==> config.mk <==
export PLATFORM = sky130hd
export DESIGN_NAME = cordic_sincos
export DESIGN_NICKNAME = d
export VERILOG_FILES = /design/src/rtl/cordic_sincos.sv
export SDC_FILE = /design/constraint.sdc
export NUM_CORES = 1
export LEC_CHECK = 0
export BUFFER_PORTS_ARGS = -buffer_cell sky130_fd_sc_hd__buf_2
export CAP_MARGIN = 20
export CORE_MARGIN = 1
export CORE_UTILIZATION = 60
export DETAILED_ROUTE_END_ITERATION = 8
export PLACE_DENSITY = 0.82
export SYNTH_ARGS = -nofsm -noshare
export SYNTH_HDL_FRONTEND = slang
export SYNTH_SLANG_ARGS = --single-unit
==> constraint.sdc <==
create_clock -name clk -period 7.1 [get_ports clk]
set_input_delay 1.065 -clock clk [delete_from_list [all_inputs] [get_ports clk]]
set_output_delay 1.065 -clock clk [all_outputs]
set_load 0.02 [all_outputs]
==> src/rtl/cordic_sincos.sv <==
// Iterative rotation-mode CORDIC: one micro-rotation per clock, producing cos/sin
// of a Q3.29 angle as Q2.30 results with quadrant folding and output saturation.
module cordic_sincos #(
   parameter int WIDTH = 32,
   parameter int ITER  = 24
) (
   input  logic                    clk,
   input  logic                    rst,
   input  logic                    start,
   input  logic signed [WIDTH-1:0] angle,
   output logic signed [WIDTH-1:0] fn1,
   output logic signed [WIDTH-1:0] fn2,
   output logic                    done,
   output logic                    busy
);

   localparam int WW = WIDTH + 2;
   localparam int CW = $clog2(ITER);

   localparam logic signed [WW-1:0] PI_2    = WW'(843314857);
   localparam logic signed [WW-1:0] PI      = WW'(1686629713);
   localparam logic signed [WW-1:0] K_GAIN  = WW'(652032874);
   localparam logic signed [WW-1:0] SAT_MAX = WW'(64'sd1 << (WIDTH - 2));
   localparam logic signed [WW-1:0] SAT_MIN = -SAT_MAX;
   localparam logic [CW-1:0]        I_LAST  = CW'(ITER - 1);

   typedef enum logic [1:0] {IDLE, ROTATE, FINISH} state_t;

   // round(atan(2^-i) * 2^29)
   function automatic logic signed [WW-1:0] atan_rom(input int idx);
      logic [31:0] v;
      case (idx)
         0:  v = 32'd421657428;
         1:  v = 32'd248918915;
         2:  v = 32'd131521918;
         3:  v = 32'd66762579;
         4:  v = 32'd33510843;
         5:  v = 32'd16771758;
         6:  v = 32'd8387925;
         7:  v = 32'd4194219;
         8:  v = 32'd2097141;
         9:  v = 32'd1048575;
         10: v = 32'd524288;
         11: v = 32'd262144;
         12: v = 32'd131072;
         13: v = 32'd65536;
         14: v = 32'd32768;
         15: v = 32'd16384;
         16: v = 32'd8192;
         17: v = 32'd4096;
         18: v = 32'd2048;
         19: v = 32'd1024;
         20: v = 32'd512;
         21: v = 32'd256;
         22: v = 32'd128;
         23: v = 32'd64;
         24: v = 32'd32;
         25: v = 32'd16;
         26: v = 32'd8;
         27: v = 32'd4;
         28: v = 32'd2;
         29: v = 32'd1;
         default: v = 32'd0;
      endcase
      return WW'(v);
   endfunction

   function automatic logic signed [WIDTH-1:0] sat(input logic signed [WW-1:0] v);
      logic signed [WW-1:0] c;
      if (v > SAT_MAX)
         c = SAT_MAX;
      else if (v < SAT_MIN)
         c = SAT_MIN;
      else
         c = v;
      return c[WIDTH-1:0];
   endfunction

   logic signed [WW-1:0] atan_tab [ITER];

   for (genvar gi = 0; gi < ITER; gi++) begin : g_atan
      assign atan_tab[gi] = atan_rom(gi);
   end

   state_t                  state_reg, state_next;
   logic signed [WW-1:0]    x_reg, x_next;
   logic signed [WW-1:0]    y_reg, y_next;
   logic signed [WW-1:0]    z_reg, z_next;
   logic [CW-1:0]           i_reg, i_next;
   logic                    neg_reg, neg_next;
   logic signed [WIDTH-1:0] fn1_reg, fn1_next;
   logic signed [WIDTH-1:0] fn2_reg, fn2_next;
   logic                    done_reg, done_next;
   logic                    busy_reg, busy_next;

   logic signed [WW-1:0]    angle_ext;
   logic signed [WW-1:0]    x_sh, y_sh;

   assign angle_ext = WW'(angle);
   assign x_sh      = x_reg >>> i_reg;
   assign y_sh      = y_reg >>> i_reg;

   always_ff @(posedge clk or posedge rst) begin
      if (rst) begin
         state_reg <= IDLE;
         x_reg     <= '0;
         y_reg     <= '0;
         z_reg     <= '0;
         i_reg     <= '0;
         neg_reg   <= 1'b0;
         fn1_reg   <= '0;
         fn2_reg   <= '0;
         done_reg  <= 1'b0;
         busy_reg  <= 1'b0;
      end else begin
         state_reg <= state_next;
         x_reg     <= x_next;
         y_reg     <= y_next;
         z_reg     <= z_next;
         i_reg     <= i_next;
         neg_reg   <= neg_next;
         fn1_reg   <= fn1_next;
         fn2_reg   <= fn2_next;
         done_reg  <= done_next;
         busy_reg  <= busy_next;
      end
   end

   always_comb begin
      state_next = state_reg;
      x_next     = x_reg;
      y_next     = y_reg;
      z_next     = z_reg;
      i_next     = i_reg;
      neg_next   = neg_reg;
      fn1_next   = fn1_reg;
      fn2_next   = fn2_reg;
      done_next  = 1'b0;
      busy_next  = busy_reg;

      case (state_reg)
         IDLE: begin
            if (start) begin
               // Fold into [-pi/2, pi/2]; the half-turn is undone by negating the result.
               if (angle_ext > PI_2) begin
                  z_next   = angle_ext - PI;
                  neg_next = 1'b1;
               end else if (angle_ext < -PI_2) begin
                  z_next   = angle_ext + PI;
                  neg_next = 1'b1;
               end else begin
                  z_next   = angle_ext;
                  neg_next = 1'b0;
               end
               x_next     = K_GAIN;
               y_next     = '0;
               i_next     = '0;
               busy_next  = 1'b1;
               state_next = ROTATE;
            end
         end

         ROTATE: begin
            if (!z_reg[WW-1]) begin
               x_next = x_reg - y_sh;
               y_next = y_reg + x_sh;
               z_next = z_reg - atan_tab[i_reg];
            end else begin
               x_next = x_reg + y_sh;
               y_next = y_reg - x_sh;
               z_next = z_reg + atan_tab[i_reg];
            end
            if (i_reg == I_LAST)
               state_next = FINISH;
            else
               i_next = i_reg + 1'b1;
         end

         FINISH: begin
            fn1_next   = sat(neg_reg ? -x_reg : x_reg);
            fn2_next   = sat(neg_reg ? -y_reg : y_reg);
            done_next  = 1'b1;
            busy_next  = 1'b0;
            state_next = IDLE;
         end

         default: state_next = IDLE;
      endcase
   end

   assign fn1  = fn1_reg;
   assign fn2  = fn2_reg;
   assign done = done_reg;
   assign busy = busy_reg;

endmodule

==> flow_metrics.py, run 1 <==
metrics = {
    "run_status": {
        "outcome": "finished, final reports clean",
    },
    "cells_and_area": {
        "drive_gt1_share_pct": 13.84,
        "stdcell_count": 3360,
        "fill_cells": 3187,
        "fin_nets": 3002,
        "area_growth_pct": 6.595,
    },
    "placed_design": {
        "dp_cells": 3328,
        "portBuffers": 100,
        "gp_congestion": 1.083,
        "hpwl_um": 62430,
    },
    "clock_tree": {
        "htreeDepth": 4,
        "ctsHoldBuffers": 0,
        "clockRootBuffer": "clkbuf_16",
        "numCtsBuffers": 17,
        "worstSkewPairLatency_ps": 480,
        "cts_tree": "done",
        "cts-resized-gates": 0,
        "clk_pin_slew_ps": 80,
        "cts_buffer_depth": 2,
        "cts_sinks": 176,
        "cts_setup_buffers": 0,
    },
    "timing": {
        "setup_tns_ps": 0,
        "skew_ps": 16.21,
        "fin_crit_sh_pct": 96.03,
        "worstMarginPinSlew_ps": 1244,
        "rsz0062_at_grt": "false",
        "timing.hold.ws_ps": 475.8,
        "finalCriticalPeriod_ps": 6818,
        "max_freq_ghz": 0.1467,
        "report.final.slew_viol_count": 0,
        "setup_viol": 0,
        "relSlewSlack_pct": 16.18,
        "hold_violations": 0,
    },
    "yosys": {
        "yosysWarnings": 0,
        "synth.area.mux_share_pct": 12.12,
        "synth_top_area_share_pct": 19.39,
        "synth_seq_area_share_pct": 19.39,
        "synth_top_family_by_area": "compound AO/OA/AOI/OAI gates",
        "netlist_instances": 2854,
        "yosysMostFrequentCell": "nand2_1",
        "yosysTopAreaCell": "dfrtp_1",
        "synth_edf_count": 0,
        "synth_compound_area_share_pct": 25.88,
        "yosys.area_share.adder_pct": 6.931,
        "synth_cell_type_count": 107,
        "synthArstFlopShare_pct": 100.0,
        "netlist_area_um2": 22710,
        "ys_seq_elements": 176,
        "synthSimpleGateAreaFrac_pct": 19.46,
        "ys.flop_type": "dfrtp_1",
        "syn_nets": 3013,
        "avgSynthCellArea_um2": 7.957,
        "synth_area_leaders": "dfrtp_1, mux4_2, ha_1",
        "synth_xor_area_share_pct": 10.30,
        "synth.top_cells.by_count": "nand2_1, nor2_1, a21oi_1",
    },
    "worst_setup_path": {
        "path_max_fanout": 37,
        "path_buf_inv": 2,
        "reg2reg_setup_slack_ps": 280,
        "cpMaxStageDelayCell": "dfrtp_4",
        "worst-path-stages": 22,
        "path_class": "reg -> reg",
        "critPathArrivalTime_ps": 7170,
        "crit_family": "compound AO/OA/AOI/OAI gates",
        "rr_worst_depth": 22,
        "cp_slowest_stage_delay_ps": 770,
        "worst-endpoint-required_ps": 7450,
        "crit_chain": "buf_4, mux4_2, mux2i_1, o211ai_1, a21boi_1, and3_1, nand4_1, nor2_1, a21oi_1, xor2_1, ha_1, inv_1, nor2_1, nand3_1, a311oi_1, nor3_1, o21ai_0, a311oi_1, o21ai_0, xor2_1, mux2i_1, o21ai_1",
        "crit_path_end_kind": "flip-flop",
        "startpoint_type": "flip-flop",
    },
    "routing": {
        "drtPass1Iterations": 7,
        "antenna_left": 0,
        "drc": 0,
        "wl_um": 83390,
        "drt-vias-per-instance": 6.974,
        "post_drt_wl_per_cell_um": 24.82,
        "via_count": 23430,
        "drtIter0Drc": 2431,
    },
    "die": {
        "die_h_um": 196.5,
        "initial_core_util_pct": 61.44,
        "die_width_um": 196.5,
        "rows": 70,
        "die_area_um2": 38630,
        "core_region_area_um2": 36960,
        "io_pins": 101,
    },
    "worst_hold_path": {
        "hold_path_class": "reg -> reg",
        "hold_depth": 2,
    },
    "global_route": {
        "grt_overflow": 0,
        "grt_max_degree": 93,
        "grt_usage_pct": 43.29,
        "antenna_found_initial": 3,
        "first_global_vias": 22440,
        "grt_pass1_wl_um": 127900,
    },
    "job": {
        "max_cap_violations": 0,
    },
}
-- tightest hold or removal path, delay by kind of cell (launching register included) --
kind            cells  cell delay, ps
simple gates        1              50
compound gates      1              60
flops               1             340
-- metrics by stage --
step,util [%],area [um^2],setup WS [ps]
detailed placement,63.96,23640,599.7
global route,65.49,24200,13.36
CTS,65.49,24200,555.1
global placement,63.96,23640,692.0
finish,65.49,24210,282.1
floorplan,-,22710,1078
-- routing by layer --
metal	global-route usage [%]	vias up	share of wire (%)
met1	50.55	11140	37
met5	0	-	0.058
li1	-	10500	-
met2	70.83	1422	46
met4	28.04	6	6.9
met3	10.90	365	9.8
-- cells by family (layout without fill, tap and decap cells) --
group | Yosys count | count (layout)
adders and majority gates | 124 | 124
other | 0 | 1
xor gates and xnor gates | 267 | 267
buffers and inverters | 299 | 300
AOI/OAI and AO/OA | 912 | 912
DFF | 176 | 176
and+or+nand+nor | 910 | 910
muxes | 166 | 166
-- cell type report --
cell class	count	area (um^2)	area share, %
antenna	1	2.502	0.01034
clock buffer	18	439.2	1.814
clock inverter	13	126.4	0.5220
inverter	66	252.7	1.044
multi-input combinational	2379	17000	70.22
sequential	176	4420	18.26
tap	504	630.6	2.605
timing repair buffer	203	1336	5.520
-- cell usage in the layout (no fill, tap or decap), types with 14 or more instances in the layout --
cell type,synthesis,final
nand2_1,297,297
nor2_1,247,246
a21oi_1,211,211
o21ai_0,189,189
dfrtp_1,176,169
xor2_1,134,134
xnor2_1,133,133
ha_1,121,121
buf_2,15,100
buf_4,6,98
mux4_2,76,76
a21o_1,61,61
inv_1,60,59
a211oi_1,58,58
mux2i_1,53,53
a31oi_1,50,50
o21ai_1,45,45
nand3_1,44,44
nand2b_1,46,43
nor3_1,43,42
o22ai_1,39,39
o31ai_1,37,37
and3_1,33,33
and2_1,26,26
mux2_2,25,25
o21a_1,25,25
nor2b_1,26,24
nand4_1,24,24
o21bai_1,23,23
or3_1,22,22
o211ai_1,17,17
or2_2,17,17
clkbuf_16,0,17
nor4_1,15,15
a22oi_1,15,15
or4_1,14,14
-- path summary, 6_finish.rpt --
path                                      start                    end
min                         fn2[31]$_DFFE_PP0P_    fn2[31]$_DFFE_PP0P_
min in group asynchronous                   rst    fn1[30]$_DFFE_PP0P_
max                        i_reg[2]$_DFFE_PP0P_  x_reg[33]$_DFFE_PP0P_
max reg2reg                i_reg[2]$_DFFE_PP0P_  x_reg[33]$_DFFE_PP0P_
min reg2reg                 fn2[31]$_DFFE_PP0P_    fn2[31]$_DFFE_PP0P_
max in group asynchronous                   rst   i_reg[2]$_DFFE_PP0P_
Power of run 1 is left out: the tool's default activity adds up to more than one toggle a clock period on the data nets, which glitch-free logic cannot reach.
==> inputs of run 2 (changes only) <==
--- a/config.mk
+++ b/config.mk
@@ -8,9 +8,9 @@
 export BUFFER_PORTS_ARGS = -buffer_cell sky130_fd_sc_hd__buf_2
 export CAP_MARGIN = 20
 export CORE_MARGIN = 1
-export CORE_UTILIZATION = 60
+export CORE_UTILIZATION = 45
 export DETAILED_ROUTE_END_ITERATION = 8
-export PLACE_DENSITY = 0.82
+export PLACE_DENSITY = 0.65
 export SYNTH_ARGS = -nofsm -noshare
 export SYNTH_HDL_FRONTEND = slang
 export SYNTH_SLANG_ARGS = --single-unit
==> flow_metrics.py, run 2 (synthesized netlist as in run 1, its figures left out) <==
metrics = {
    "global_route": {
        "grt_max_degree": 90,
        "grt_usage_pct": 33.92,
        "grt_pass1_wl_um": 131900,
        "antenna_found_initial": 1,
        "first_global_vias": 21980,
        "grt_overflow": 0,
    },
    "timing": {
        "finalCriticalPeriod_ps": 6613,
        "max_freq_ghz": 0.1512,
        "timing.hold.ws_ps": 476.8,
        "relSlewSlack_pct": 27.35,
        "fin_crit_sh_pct": 93.15,
        "setup_viol": 0,
        "worstMarginPinSlew_ps": 1090,
        "hold_violations": 0,
        "skew_ps": 19.21,
        "setup_tns_ps": 0,
        "setup_ws_ps": 486.5,
        "report.final.slew_viol_count": 0,
        "rsz0062_at_grt": "false",
    },
    "die": {
        "die_h_um": 226.6,
        "die_area_um2": 51370,
        "rows": 81,
        "core_region_area_um2": 49360,
        "initial_core_util_pct": 46.01,
        "io_pins": 101,
        "die_width_um": 226.6,
    },
    "worst_setup_path": {
        "path_max_fanout": 29,
        "reg2reg_setup_slack_ps": 490,
        "crit_chain": "inv_2, mux4_2, a221oi_4, inv_2, nor4_4, and4_4, and3_1, a31oi_1, xnor2_1, ha_1, nand3_1, nor4_1, o41ai_1, buf_4, o21ai_0, o221ai_1, o311ai_0, a311oi_1, or4_1, nand3_1",
        "rr_startpoint": "i_reg[0]$_DFFE_PP0P_",
        "worst-endpoint-required_ps": 7540,
        "cp_slowest_stage_delay_ps": 680,
        "critPathArrivalTime_ps": 7050,
        "path_class": "reg -> reg",
        "startpoint_type": "flip-flop",
        "crit_path_end_kind": "flip-flop",
        "rr_worst_depth": 20,
        "rr_endpoint": "x_reg[32]$_DFFE_PP0P_",
        "cpMaxStageDelayCell": "dfrtp_4",
    },
    "cells_and_area": {
        "fill_cells": 4810,
        "final_cell_mix": "nand2_1, nor2_1, a21oi_1, o21ai_0, dfrtp_1",
        "fin_nets": 3020,
        "layout_commonest_cell": "nand2_1",
        "drive_gt1_share_pct": 14.37,
        "area_growth_pct": 8.347,
    },
    "routing": {
        "drtPass1Iterations": 7,
        "post_drt_wl_per_cell_um": 24.41,
        "drt-vias-per-instance": 6.495,
        "drc": 0,
        "via_count": 22990,
        "antenna_left": 0,
        "drtIter0Drc": 2425,
        "wl_um": 86420,
    },
    "job": {
        "max_cap_violations": 0,
    },
    "clock_tree": {
        "cts_tree": "done",
        "worstSkewPairLatency_ps": 510,
        "ctsHoldBuffers": 0,
        "cts_sinks": 176,
        "clockRootBuffer": "clkbuf_16",
        "cts_buffer_depth": 2,
        "numCtsBuffers": 17,
        "clk_pin_slew_ps": 80,
        "htreeDepth": 4,
    },
    "placed_design": {
        "pre_cts_slack_ps": 539.9,
        "hpwl_um": 65820,
        "portBuffers": 100,
        "gp_congestion": 1.080,
    },
    "worst_hold_path": {
        "min_from": "fn1[31]$_DFFE_PP0P_",
        "hold_path_class": "reg -> reg",
        "min_to": "fn1[31]$_DFFE_PP0P_",
        "hold_depth": 2,
    },
    "run_status": {
        "outcome": "finished, final reports clean",
    },
}
run 2: changes by cell type in the layout (fill, tap and decap cells not counted), moves of 2 or more:
cell | before | now
clkinv_2 | 3 | 1
clkinv_4 | 0 | 2
nor3_2 | 2 | 4
buf_4 | 98 | 113
run 2: worst max-delay path by stage:
stage / from / end / slack (ps) / cells after the start
6_report: i_reg[0]$_DFFE_PP0P_ / x_reg[32]$_DFFE_PP0P_ / 490 / 20
3_5_place_dp: i_reg[1]$_DFFE_PP0P_ / x_reg[33]$_DFFE_PP0P_ / 540 / 21
2_1_floorplan: i_reg[0]$_DFFE_PP0P_ / x_reg[32]$_DFFE_PP0P_ / 1080 / 25
3_3_place_gp: i_reg[1]$_DFFE_PP0P_ / x_reg[33]$_DFFE_PP0P_ / 640 / 21
5_1_grt: i_reg[0]$_DFFE_PP0P_ / x_reg[32]$_DFFE_PP0P_ / 100 / 20
4_1_cts: i_reg[1]$_DFFE_PP0P_ / x_reg[33]$_DFFE_PP0P_ / 510 / 21
run 2: critical path, delay by kind of cell (launching register included):
kind,cells,cell delay (ps)
AOI/OAI and AO/OA,7,2040
xor gates and xnor gates,1,170
adders and majority gates,1,380
buffers and inverters,3,690
DFF,1,680
muxes,1,620
and+or+nand+nor,7,1930
run 2: final cells by class:
cell class                 instances  area, um^2  area share [%]
sequential                       176        4420           17.97
multi-input combinational       2379       17000           69.10
clock inverter                    14       167.7          0.6814
inverter                          66       252.7           1.027
antenna                            2       5.005         0.02034
clock buffer                      18       429.2           1.744
timing repair buffer             221        1496           6.082
tap                              664       830.8           3.377
run 2: timing repair:
item | CTS | global route
gates resized for setup | 0 | 1
buffers inserted | 0 | 1
setup endpoints to repair | 0 | 1
run 2: metrics by stage:
stage          cell area, um^2  instances  utilization (%)
3_3_place_gp             23970       3504            48.57
4_1_cts                  24570       3536            49.78
2_1_floorplan            22710       2854                -
5_1_grt                  24600       3538            49.84
6_report                 24600       3540            49.85
3_5_place_dp             23970       3504            48.57
run 2: metal layers:
metal  GRT usage, %  wire [um]
met5              0          0
met4          18.37       4716
met3          6.622       6909
met2          55.46      40480
met1          41.90      34310
Power of run 2 is left out for the same reason.
